==> src/rtl/trivium_keystream_scheduler.sv <==
// rtl/trivium_keystream_scheduler.sv - round-robin job scheduler sharing one trivium wrapper
module trivium_keystream_scheduler #(
  parameter int NREQ       = 2,
  parameter int DATA_WIDTH = 64,
  parameter int KEY_W      = 80,
  parameter int CNT_W      = 16,
  parameter int RST_CYC    = 4,
  parameter int TIMEOUT    = 4095,
  localparam int OW        = (NREQ > 1) ? $clog2(NREQ) : 1
) (
  input  logic                    clk,
  input  logic                    rst,
  input  logic [NREQ-1:0]         req_valid,
  output logic [NREQ-1:0]         req_ready,
  input  logic [NREQ*KEY_W-1:0]   req_key,
  input  logic [NREQ*KEY_W-1:0]   req_iv,
  input  logic [NREQ*CNT_W-1:0]   req_nblocks,
  output logic                    blk_valid,
  input  logic                    blk_ready,
  output logic [DATA_WIDTH-1:0]   blk_data,
  output logic [OW-1:0]           blk_owner,
  output logic                    blk_last,
  output logic                    busy,
  output logic                    err_overrun,
  output logic                    err_timeout,
  output logic                    cipher_rst,
  output logic [KEY_W-1:0]        cipher_key,
  output logic [KEY_W-1:0]        cipher_iv,
  input  logic                    cipher_end,
  input  logic [DATA_WIDTH-1:0]   cipher_block
);

  localparam int TW = $clog2(TIMEOUT + 1);
  localparam int LW = (RST_CYC > 1) ? $clog2(RST_CYC) : 1;

  typedef enum logic [1:0] {S_IDLE, S_LOAD, S_RUN} state_t;

  state_t                  state_q, state_d;
  logic [OW-1:0]           rr_q, rr_d;
  logic [OW-1:0]           owner_q, owner_d;
  logic [OW-1:0]           bowner_q, bowner_d;
  logic [CNT_W-1:0]        rem_q, rem_d;
  logic [LW-1:0]           ld_cnt_q, ld_cnt_d;
  logic [TW-1:0]           to_cnt_q, to_cnt_d;
  logic [KEY_W-1:0]        key_q, key_d;
  logic [KEY_W-1:0]        iv_q, iv_d;
  logic [DATA_WIDTH-1:0]   data_q, data_d;
  logic                    vld_q, vld_d;
  logic                    last_q, last_d;
  logic                    ovr_q, ovr_d;
  logic                    tmo_q, tmo_d;

  logic                    found;
  logic [OW-1:0]           win;
  logic [NREQ-1:0]         grant_oh;
  logic [KEY_W-1:0]        sel_key;
  logic [KEY_W-1:0]        sel_iv;
  logic [CNT_W-1:0]        sel_nb;
  logic                    grant;

  // Round-robin search: first asserted requester after rr_q, wrapping
  always_comb begin
    found = 1'b0;
    win   = '0;
    for (int k = 1; k <= NREQ; k++) begin
      for (int i = 0; i < NREQ; i++) begin
        if (!found && req_valid[i] && (((int'(rr_q) + k) % NREQ) == i)) begin
          found = 1'b1;
          win   = OW'(i);
        end
      end
    end
  end

  // Select the winning requester's job fields and its one-hot grant
  always_comb begin
    sel_key  = '0;
    sel_iv   = '0;
    sel_nb   = '0;
    grant_oh = '0;
    for (int i = 0; i < NREQ; i++) begin
      if (OW'(i) == win) begin
        sel_key     = req_key[i*KEY_W +: KEY_W];
        sel_iv      = req_iv[i*KEY_W +: KEY_W];
        sel_nb      = req_nblocks[i*CNT_W +: CNT_W];
        grant_oh[i] = 1'b1;
      end
    end
  end

  // Never grant while a word is still waiting for the consumer
  assign grant     = (state_q == S_IDLE) && found && !vld_q;
  assign req_ready = (grant && rst) ? grant_oh : '0;

  // Next-state logic: arbitration, cipher reset sequencing, word capture, timeout
  always_comb begin
    state_d  = state_q;
    rr_d     = rr_q;
    owner_d  = owner_q;
    bowner_d = bowner_q;
    rem_d    = rem_q;
    ld_cnt_d = ld_cnt_q;
    to_cnt_d = to_cnt_q;
    key_d    = key_q;
    iv_d     = iv_q;
    data_d   = data_q;
    vld_d    = vld_q;
    last_d   = last_q;
    ovr_d    = ovr_q;
    tmo_d    = tmo_q;

    if (vld_q && blk_ready) begin
      vld_d = 1'b0;
    end

    case (state_q)
      S_IDLE: begin
        if (grant) begin
          rr_d    = win;
          owner_d = win;
          rem_d   = sel_nb;
          ovr_d   = 1'b0;
          tmo_d   = 1'b0;
          if (sel_nb != '0) begin
            key_d    = sel_key;
            iv_d     = sel_iv;
            ld_cnt_d = '0;
            state_d  = S_LOAD;
          end
        end
      end
      S_LOAD: begin
        if (ld_cnt_q == LW'(RST_CYC - 1)) begin
          to_cnt_d = '0;
          state_d  = S_RUN;
        end else begin
          ld_cnt_d = ld_cnt_q + 1'b1;
        end
      end
      S_RUN: begin
        if (cipher_end) begin
          to_cnt_d = '0;
          if (rem_q != '0) begin
            rem_d = rem_q - 1'b1;
          end
          if (!vld_q || blk_ready) begin
            data_d   = cipher_block;
            vld_d    = 1'b1;
            bowner_d = owner_q;
            last_d   = (rem_q == CNT_W'(1));
          end else begin
            ovr_d = 1'b1;
            if (rem_q == CNT_W'(1)) begin
              last_d = 1'b1;
            end
          end
          if (rem_q <= CNT_W'(1)) begin
            state_d = S_IDLE;
          end
        end else if (to_cnt_q >= TW'(TIMEOUT - 1)) begin
          to_cnt_d = TW'(TIMEOUT);
          tmo_d    = 1'b1;
          state_d  = S_IDLE;
        end else begin
          to_cnt_d = to_cnt_q + 1'b1;
        end
      end
      default: state_d = S_IDLE;
    endcase
  end

  // State and datapath registers with asynchronous active-low reset
  always_ff @(posedge clk or negedge rst) begin
    if (!rst) begin
      state_q  <= S_IDLE;
      rr_q     <= OW'(NREQ - 1);
      owner_q  <= '0;
      bowner_q <= '0;
      rem_q    <= '0;
      ld_cnt_q <= '0;
      to_cnt_q <= '0;
      key_q    <= '0;
      iv_q     <= '0;
      data_q   <= '0;
      vld_q    <= 1'b0;
      last_q   <= 1'b0;
      ovr_q    <= 1'b0;
      tmo_q    <= 1'b0;
    end else begin
      state_q  <= state_d;
      rr_q     <= rr_d;
      owner_q  <= owner_d;
      bowner_q <= bowner_d;
      rem_q    <= rem_d;
      ld_cnt_q <= ld_cnt_d;
      to_cnt_q <= to_cnt_d;
      key_q    <= key_d;
      iv_q     <= iv_d;
      data_q   <= data_d;
      vld_q    <= vld_d;
      last_q   <= last_d;
      ovr_q    <= ovr_d;
      tmo_q    <= tmo_d;
    end
  end

  assign cipher_rst  = (state_q != S_RUN);
  assign busy        = (state_q != S_IDLE);
  assign cipher_key  = key_q;
  assign cipher_iv   = iv_q;
  assign blk_valid   = vld_q;
  assign blk_data    = data_q;
  assign blk_owner   = bowner_q;
  assign blk_last    = last_q;
  assign err_overrun = ovr_q;
  assign err_timeout = tmo_q;

endmodule
==> config.mk <==
export PLATFORM = sky130hd
export DESIGN_NAME = trivium_keystream_scheduler
export DESIGN_NICKNAME = d
export VERILOG_FILES = /design/src/rtl/trivium_keystream_scheduler.sv
export SDC_FILE = /design/constraint.sdc
export NUM_CORES = 1
export LEC_CHECK = 0
export BUFFER_PORTS_ARGS = -buffer_cell sky130_fd_sc_hd__clkbuf_2
export CAP_MARGIN = 25
export CORE_AREA = 2 2 252 254
export CTS_CLUSTER_SIZE = 25
export DETAILED_ROUTE_END_ITERATION = 10
export DIE_AREA = 0 0 254 256
export PLACE_DENSITY = 0.43
export SLEW_MARGIN = 10
export SYNTH_ARGS = -nofsm -noshare
export SYNTH_HDL_FRONTEND = slang
export SYNTH_SLANG_ARGS = --single-unit
==> constraint.sdc <==
create_clock -name clk -period 4 [get_ports clk]
set_input_delay 0 -clock clk [delete_from_list [all_inputs] [get_ports clk]]
set_output_delay 0 -clock clk [all_outputs]
set_load 0.02 [all_outputs]
==> results of run 1 <==
[worst max-delay path by stage]
stage	end	slack [ns]	depth (start not counted)
after floorplan	cipher_iv[0]	1.93	8
after global placement	state_q[1]	1.65	5
after detailed placement	blk_data[24]	1.60	6
after CTS	rem_q[8]	1.20	8
after global routing	rem_q[6]	0.99	8
final	rem_q[8]	1.23	8
[registers in the layout, indices dropped and copies added, names as in the netlist]
signal / flops
cipher_iv: 80
cipher_key: 80
blk_data: 64
rem_q: 16
to_cnt_q: 12
ld_cnt_q: 2
state_q: 2
blk_last: 1
blk_owner: 1
blk_valid: 1
err_overrun: 1
err_timeout: 1
owner_q: 1
rr_q: 1
[cell families (layout without fill, tap and decap cells)]
| kind of cell | Yosys count | after routing | synth area share [%] |
|---|---|---|---|
| muxes | 228 | 228 | 20.2 |
| AOI/OAI and AO/OA | 102 | 102 | 5.10 |
| and+or+nand+nor | 609 | 609 | 19.3 |
| adders and majority gates | 5 | 5 | 0.493 |
| buffers and inverters | 88 | 1160 | 3.04 |
| DFF | 263 | 263 | 51.8 |
[power by group through the flow]
stage / registers (W) / clock network (W) / logic, W
after floorplan: 0.00609 / 0 / 0.00274
after global placement: 0.00473 / 0 / 0.00650
after detailed placement: 0.00476 / 0 / 0.00657
after CTS: 0.00474 / 0.00330 / 0.00722
after global routing: 0.00492 / 0.00342 / 0.00766
final: 0.00473 / 0.00317 / 0.00712
[cells in the mapped netlist, types with 5 or more instances]
cell type / count
buf_4: 8
o21ai_0: 29
a21oi_1: 25
inv_1: 14
and3_1: 6
nand3_1: 13
o22ai_1: 5
ha_1: 5
nor4_1: 9
nor2_1: 25
nor3_1: 6
dfrtp_1: 262
buf_2: 21
a22o_1: 6
mux2_2: 225
a31oi_1: 7
clkbuf_1: 44
nand2_1: 525
[routing by layer]
| metal | vias up | track usage (%) | routed length (microns) |
|---|---|---|---|
| li1 | 6411 | - | - |
| met1 | 6331 | 16.6 | 19000 |
| met2 | 400 | 26.7 | 25600 |
| met3 | 101 | 2.79 | 2430 |
| met4 | 0 | 5.11 | 1580 |
| met5 | - | 0 | 0 |
[per-stage QoR]
stage               instances  hold WS (ns)  total power, W  area [sq um]
detailed placement       2732         0.133          0.0113         16900
CTS                      3212      0.000521          0.0153         22300
global placement         2732         0.120          0.0112         16900
floorplan                1295        -0.296         0.00883         12700
finish                   3213        0.0397          0.0150         22300
global route             3213        0.0314          0.0160         22300
[cell type report]
cell class,instances,area share (%)
inverters,14,0.236
multi-input cells,944,25.9
clock inverters,7,0.393
flip-flops and latches,263,29.6
clock buffers,56,4.84
repair buffers,1083,34.3
well taps,846,4.75
[critical path: stages (launching register included)]
cell and delay, ns:
dfrtp_1 0.43, inv_1 0.08, ha_1 0.19, or3b_2 0.47
nor3_1 0.43, nand2_1 0.20, o32a_1 0.21, dlygate4sd3_1 0.55
o21ai_0 0.13
==> key figures, run 1 <==
Placed design
  • PortBufs: roughly 650
  • Pre-CTS WS: around 1.6 ns
  • Hpwl dp: about 35 mm
  • GPL Wtd Cong: ~0.88

Clock network
  • CTS Buf Count: 35
  • Clk buf depth: 3
  • Clk_lat worst skew: roughly 0.53 ns
  • CTS hold repair buffers: approximately 420
  • Worst-path clk slew: roughly 0.060 ns
  • Root buf cell: clkbuf_16
  • Number of H-tree levels: 2
  • Clk sinks: between 200 and 300
  • Post-CTS sizing: 0
  • CTS tree: yes
  • Post-CTS setup repair buffer count: 0

Pwr
  • Switching share of power: 39.2%
  • PwrDens: a little under 700 mW/mm^2
  • Logic pwr share: between 40% and 50%
  • Maximum VDD drop: around 0.35 mV
  • Sequential share of power: a little under a third
  • Net Switching: roughly 0.006 W
  • Lkg Pwr: approximately 11 nW
  • Clock Power Share: around a fifth
  • Internal: between 0.009 and 0.01 W

Timing
  • # setup viols final: 0
  • Post-route setup slack: roughly 1.2 ns
  • Final period util: 69.3%
  • Least-Margin Pin Slew: about 0.96 ns
  • Unrepaired setup endpoints after global routing: false
  • Final Critical Period: 2.77 ns
  • Fmax: approximately 0.36 GHz
  • Setup Skew: ~0.026 ns
  • Final Max Slew Viols: 0
  • Final Hold Viols: 0
  • Normalized max-slew margin: between 30 and 40%
  • Post-Route Setup TNS: 0 ns

Logic synthesis
  • Post-Synthesis Cells: around 1300
  • Seq/Total Area, Yosys: approximately half
  • Count of cell types in the netlist: 55
  • Mapped Area: 0.0127 sq mm
  • Post-synth EDFFs: 0
  • Synth top area share: between 50% and 60%
  • Area leader, netlist: dfrtp_1
  • Register bit total from synthesis: 263
  • Syn_nets: approximately 1700
  • Post-synth ARST share: 100%
  • Syn_area_per_cell: approximately 9.8 sq um
  • Synth area leaders: dfrtp_1, mux2_2, nand2_1
  • Top FF cell, synth: dfrtp_1
  • Yosys warnings: 0

Cells and area
  • P&R area growth vs syn: 75.3%
  • Reg area: between 0.006 and 0.007 sq mm
  • Layout filler cell count: between 6000 and 7000
  • Fin nets: ~2800
  • Footprint of the multi-input gates: 0.00577 sq mm
  • Number of diodes: 0
  • Final Util: a little over a third
  • Commonest non-fill, non-tap cells in the layout: clkbuf_2, nand2_1, dlygate4sd3_1
  • Share of layout cells above drive strength 1: approximately two fifths
  • Commonest non-fill, non-tap cell in the layout: clkbuf_2

Critical path
  • WS Path Type: reg2reg
  • Setup crit start kind: flop
  • Data arrival, critical path: ~3.2 ns
  • Data required time of the critical path: between 4 and 5 ns
  • Worst setup EP type: flop
  • CP startpoint: rem_q[0]
  • Path depth of the worst reg2reg path: 8
  • FF-to-FF End: rem_q[8]
  • FF-to-FF Start: rem_q[0]
  • Crit-path max FO: 6
  • Flop-to-flop setup slack: approximately 1.2 ns

GRT
  • Antenna violations before repair: 0
  • Total grt overflow: 0
  • GRT Overall Usage: roughly 15%
  • First-pass GRT wire length: about 75 mm
  • Largest net degree at the start of global routing: about 180
  • Vias in the first global route: about 14000

Die
  • I/O Pins: around 660
  • Starting Density: 20.4%
  • DIE HEIGHT: approximately 260 microns
  • Core area: 0.0624 sq mm
  • DIE WIDTH: 254 microns
  • Die area: approximately 0.065 sq mm
  • Site Rows: 92

Status
  • Status: finished, final reports clean

Hold path
  • Worst Min Path Start: req_nblocks[31]
  • WHS Endpoint: rem_q[15]
  • Hold Path Stages: 5
  • Worst min path class: in2reg

Route
  • Vias per inst: roughly 4.1
  • Antenna-violating nets left: 0
  • WL per Instance: roughly 15 microns
  • DRT Pass-1 Iters: 4
  • Drt drc: 0
  • WL final: approximately 49 mm
  • Via Count: 13243
  • DRT iter0 DRCs: approximately 690

Flow run
  • Max_cap viols: 0
Power figures use the tool's default switching activity.
==> inputs of run 2 (changes only) <==
clock period = 2.65 ns   (was 4 ns; I/O delays follow)
==> key figures, run 2 (synthesis gave the netlist of run 1 again) <==
Timing
  • Post-route setup slack: about 0.23 ns
  • Setup Skew: around 0.023 ns
  • Post-Route Setup TNS: 0 ns
  • Final Critical Period: about 2.4 ns
  • Final Hold Viols: 0
  • Final period util: between 90 and 100%
  • # setup viols final: 0
  • Normalized max-slew margin: between 40% and 50%
  • Least-Margin Pin Slew: between 0.8 and 0.9 ns
  • Final Max Slew Viols: 0
  • Unrepaired setup endpoints after global routing: false
  • Fmax: about 0.41 GHz
  • Worst Hold Slack: about 0.054 ns

Cells and area
  • Fin nets: about 2800
  • Number of diodes: 0
  • Layout filler cell count: around 6500
  • Share of layout cells above drive strength 1: roughly 41%
  • P&R area growth vs syn: 76.9%
  • Commonest non-fill, non-tap cell in the layout: clkbuf_2
  • Commonest non-fill, non-tap cells in the layout: clkbuf_2, nand2_1, dlygate4sd3_1

Pwr
  • PwrDens: 1010 mW/mm^2
  • Maximum VDD drop: roughly 0.6 mV
  • Lkg Pwr: ~11 nW

GRT
  • Antenna violations before repair: 1
  • Vias in the first global route: 14133
  • Total grt overflow: 0
  • First-pass GRT wire length: around 76 mm
  • Largest net degree at the start of global routing: 95
  • GRT Overall Usage: between 10 and 15%

Clock network
  • Clk sinks: approximately 260
  • CTS Buf Count: 34
  • CTS tree: yes
  • Number of H-tree levels: 2
  • Clk_lat worst skew: 0.53 ns
  • Root buf cell: clkbuf_16
  • Post-CTS sizing: 0
  • Clk buf depth: 3
  • Worst-path clk slew: around 0.05 ns

Status
  • Status: finished, final reports clean

Die
  • DIE HEIGHT: 256 microns
  • Site Rows: 92
  • Core area: about 0.062 sq mm
  • Starting Density: 20.4%
  • I/O Pins: between 600 and 700
  • Die area: roughly 0.065 sq mm
  • DIE WIDTH: roughly 250 microns

Critical path
  • Crit path max-delay cell type: dfstp_2
  • Slowest stage delay, CP: 0.58 ns
  • Critical Path Most Common Cell: nand2_1
  • FF-to-FF End: cipher_iv[71]
  • Path depth of the worst reg2reg path: 7
  • FF-to-FF Start: rr_q
  • Data arrival, critical path: 2.89 ns
  • Worst setup EP type: flop
  • Data required time of the critical path: ~3.1 ns
  • Flop-to-flop setup slack: 0.23 ns
  • WS Path Type: reg2reg
  • Worst path cell trace: a21bo_4, buf_12, buf_4, nand2_1, nand2_1, dlygate4sd3_1, mux2_2
  • Crit-path max FO: 54
  • Setup crit start kind: flop

Placed design
  • Pre-CTS WS: ~0.43 ns
  • Hpwl dp: about 36 mm
  • GPL Wtd Cong: approximately 0.89
  • PortBufs: ~650

Hold path
  • Hold Path Stages: 4
  • Worst min path class: in2reg
  • WHS Endpoint: rem_q[8]
  • Worst Min Path Start: req_nblocks[8]

Route
  • Antenna-violating nets left: 0
  • Vias per inst: between 4 and 5
  • DRT Pass-1 Iters: 6
  • Drt drc: 0
  • WL final: between 40 and 50 mm
  • Via Count: around 13000
  • WL per Instance: between 15 and 20 microns
  • DRT iter0 DRCs: ~630

Flow run
  • Max_cap viols: 0
-- run 2: changes by cell type in the layout (fill, tap and decap cells not counted) --
cell | before | now
buf_4 | 5 | 26
buf_12 | 7 | 11
dlygate4sd3_1 | 417 | 420
bufinv_16 | 2 | 0
clkbuf_1 | 11 | 9
-- run 2: worst max-delay path by stage --
stage          startpoint        endpoint  slack [ns]  depth (start not counted)
2_1_floorplan  state_q[1]    cipher_iv[0]        0.58                          8
3_3_place_gp   state_q[1]   cipher_key[7]        0.48                          7
3_5_place_dp   state_q[1]  cipher_key[25]        0.43                          7
4_1_cts              rr_q   cipher_iv[71]        0.20                          7
5_1_grt              rr_q  cipher_key[54]        0.10                          6
6_report             rr_q   cipher_iv[71]        0.23                          7
-- run 2: what timing repair did --
| action | CTS | global route |
|---|---|---|
| buffers inserted | 0 | 0 |
| endpoints found under the hold margin | 508 | 0 |
| setup endpoints to repair | 0 | 0 |
| hold buffers | 420 | 0 |
-- run 2: layout make-up --
class                           instances  area (sq um)  share of cell area (%)
Clock buffer                           54          1070                    4.76
Clock inverter                          5          27.5                   0.123
Inverter                               14          52.6                   0.234
Multi-Input combinational cell        944          5770                    25.7
Sequential cell                       263          6580                    29.3
Tap cell                              846          1060                    4.71
Timing Repair Buffer                 1111          7900                    35.2
-- run 2: metal layers --
metal  track usage [%]  part of all wire, %  vias to the layer above
met5                 0                0.024                        -
met1              16.8                   39                     6417
met4              5.92                  3.5                        2
li1                  -                    -                     6473
met3              2.56                  4.8                      109
met2              27.0                   52                      400
-- run 2: where the power goes --
part | internal [W] | switching [W] | total, W
sequential | 0.00599 | 0.00118 | 0.00717
combinational | 0.00498 | 0.00599 | 0.0110
clock | 0.00276 | 0.00175 | 0.00451
-- run 2: critical path, delay by kind of cell, from the launching register on --
kind                   cells  cell delay (ns)
multiplexers               1             0.14
buffers and inverters      3             1.03
AND/OR/NAND/NOR            2             0.15
flip-flops                 1             0.58
AO/OA/AOI/OAI              1             0.39
-- run 2: per-stage QoR --
stage	cell area, sq um	total power [W]	util [%]	instances
global placement	17200	0.0172	27.5	2758
floorplan	12700	0.0133	-	1295
global route	22500	0.0241	36.0	3237
finish	22500	0.0227	36.0	3237
CTS	22500	0.0230	36.0	3237
detailed placement	17200	0.0174	27.5	2758
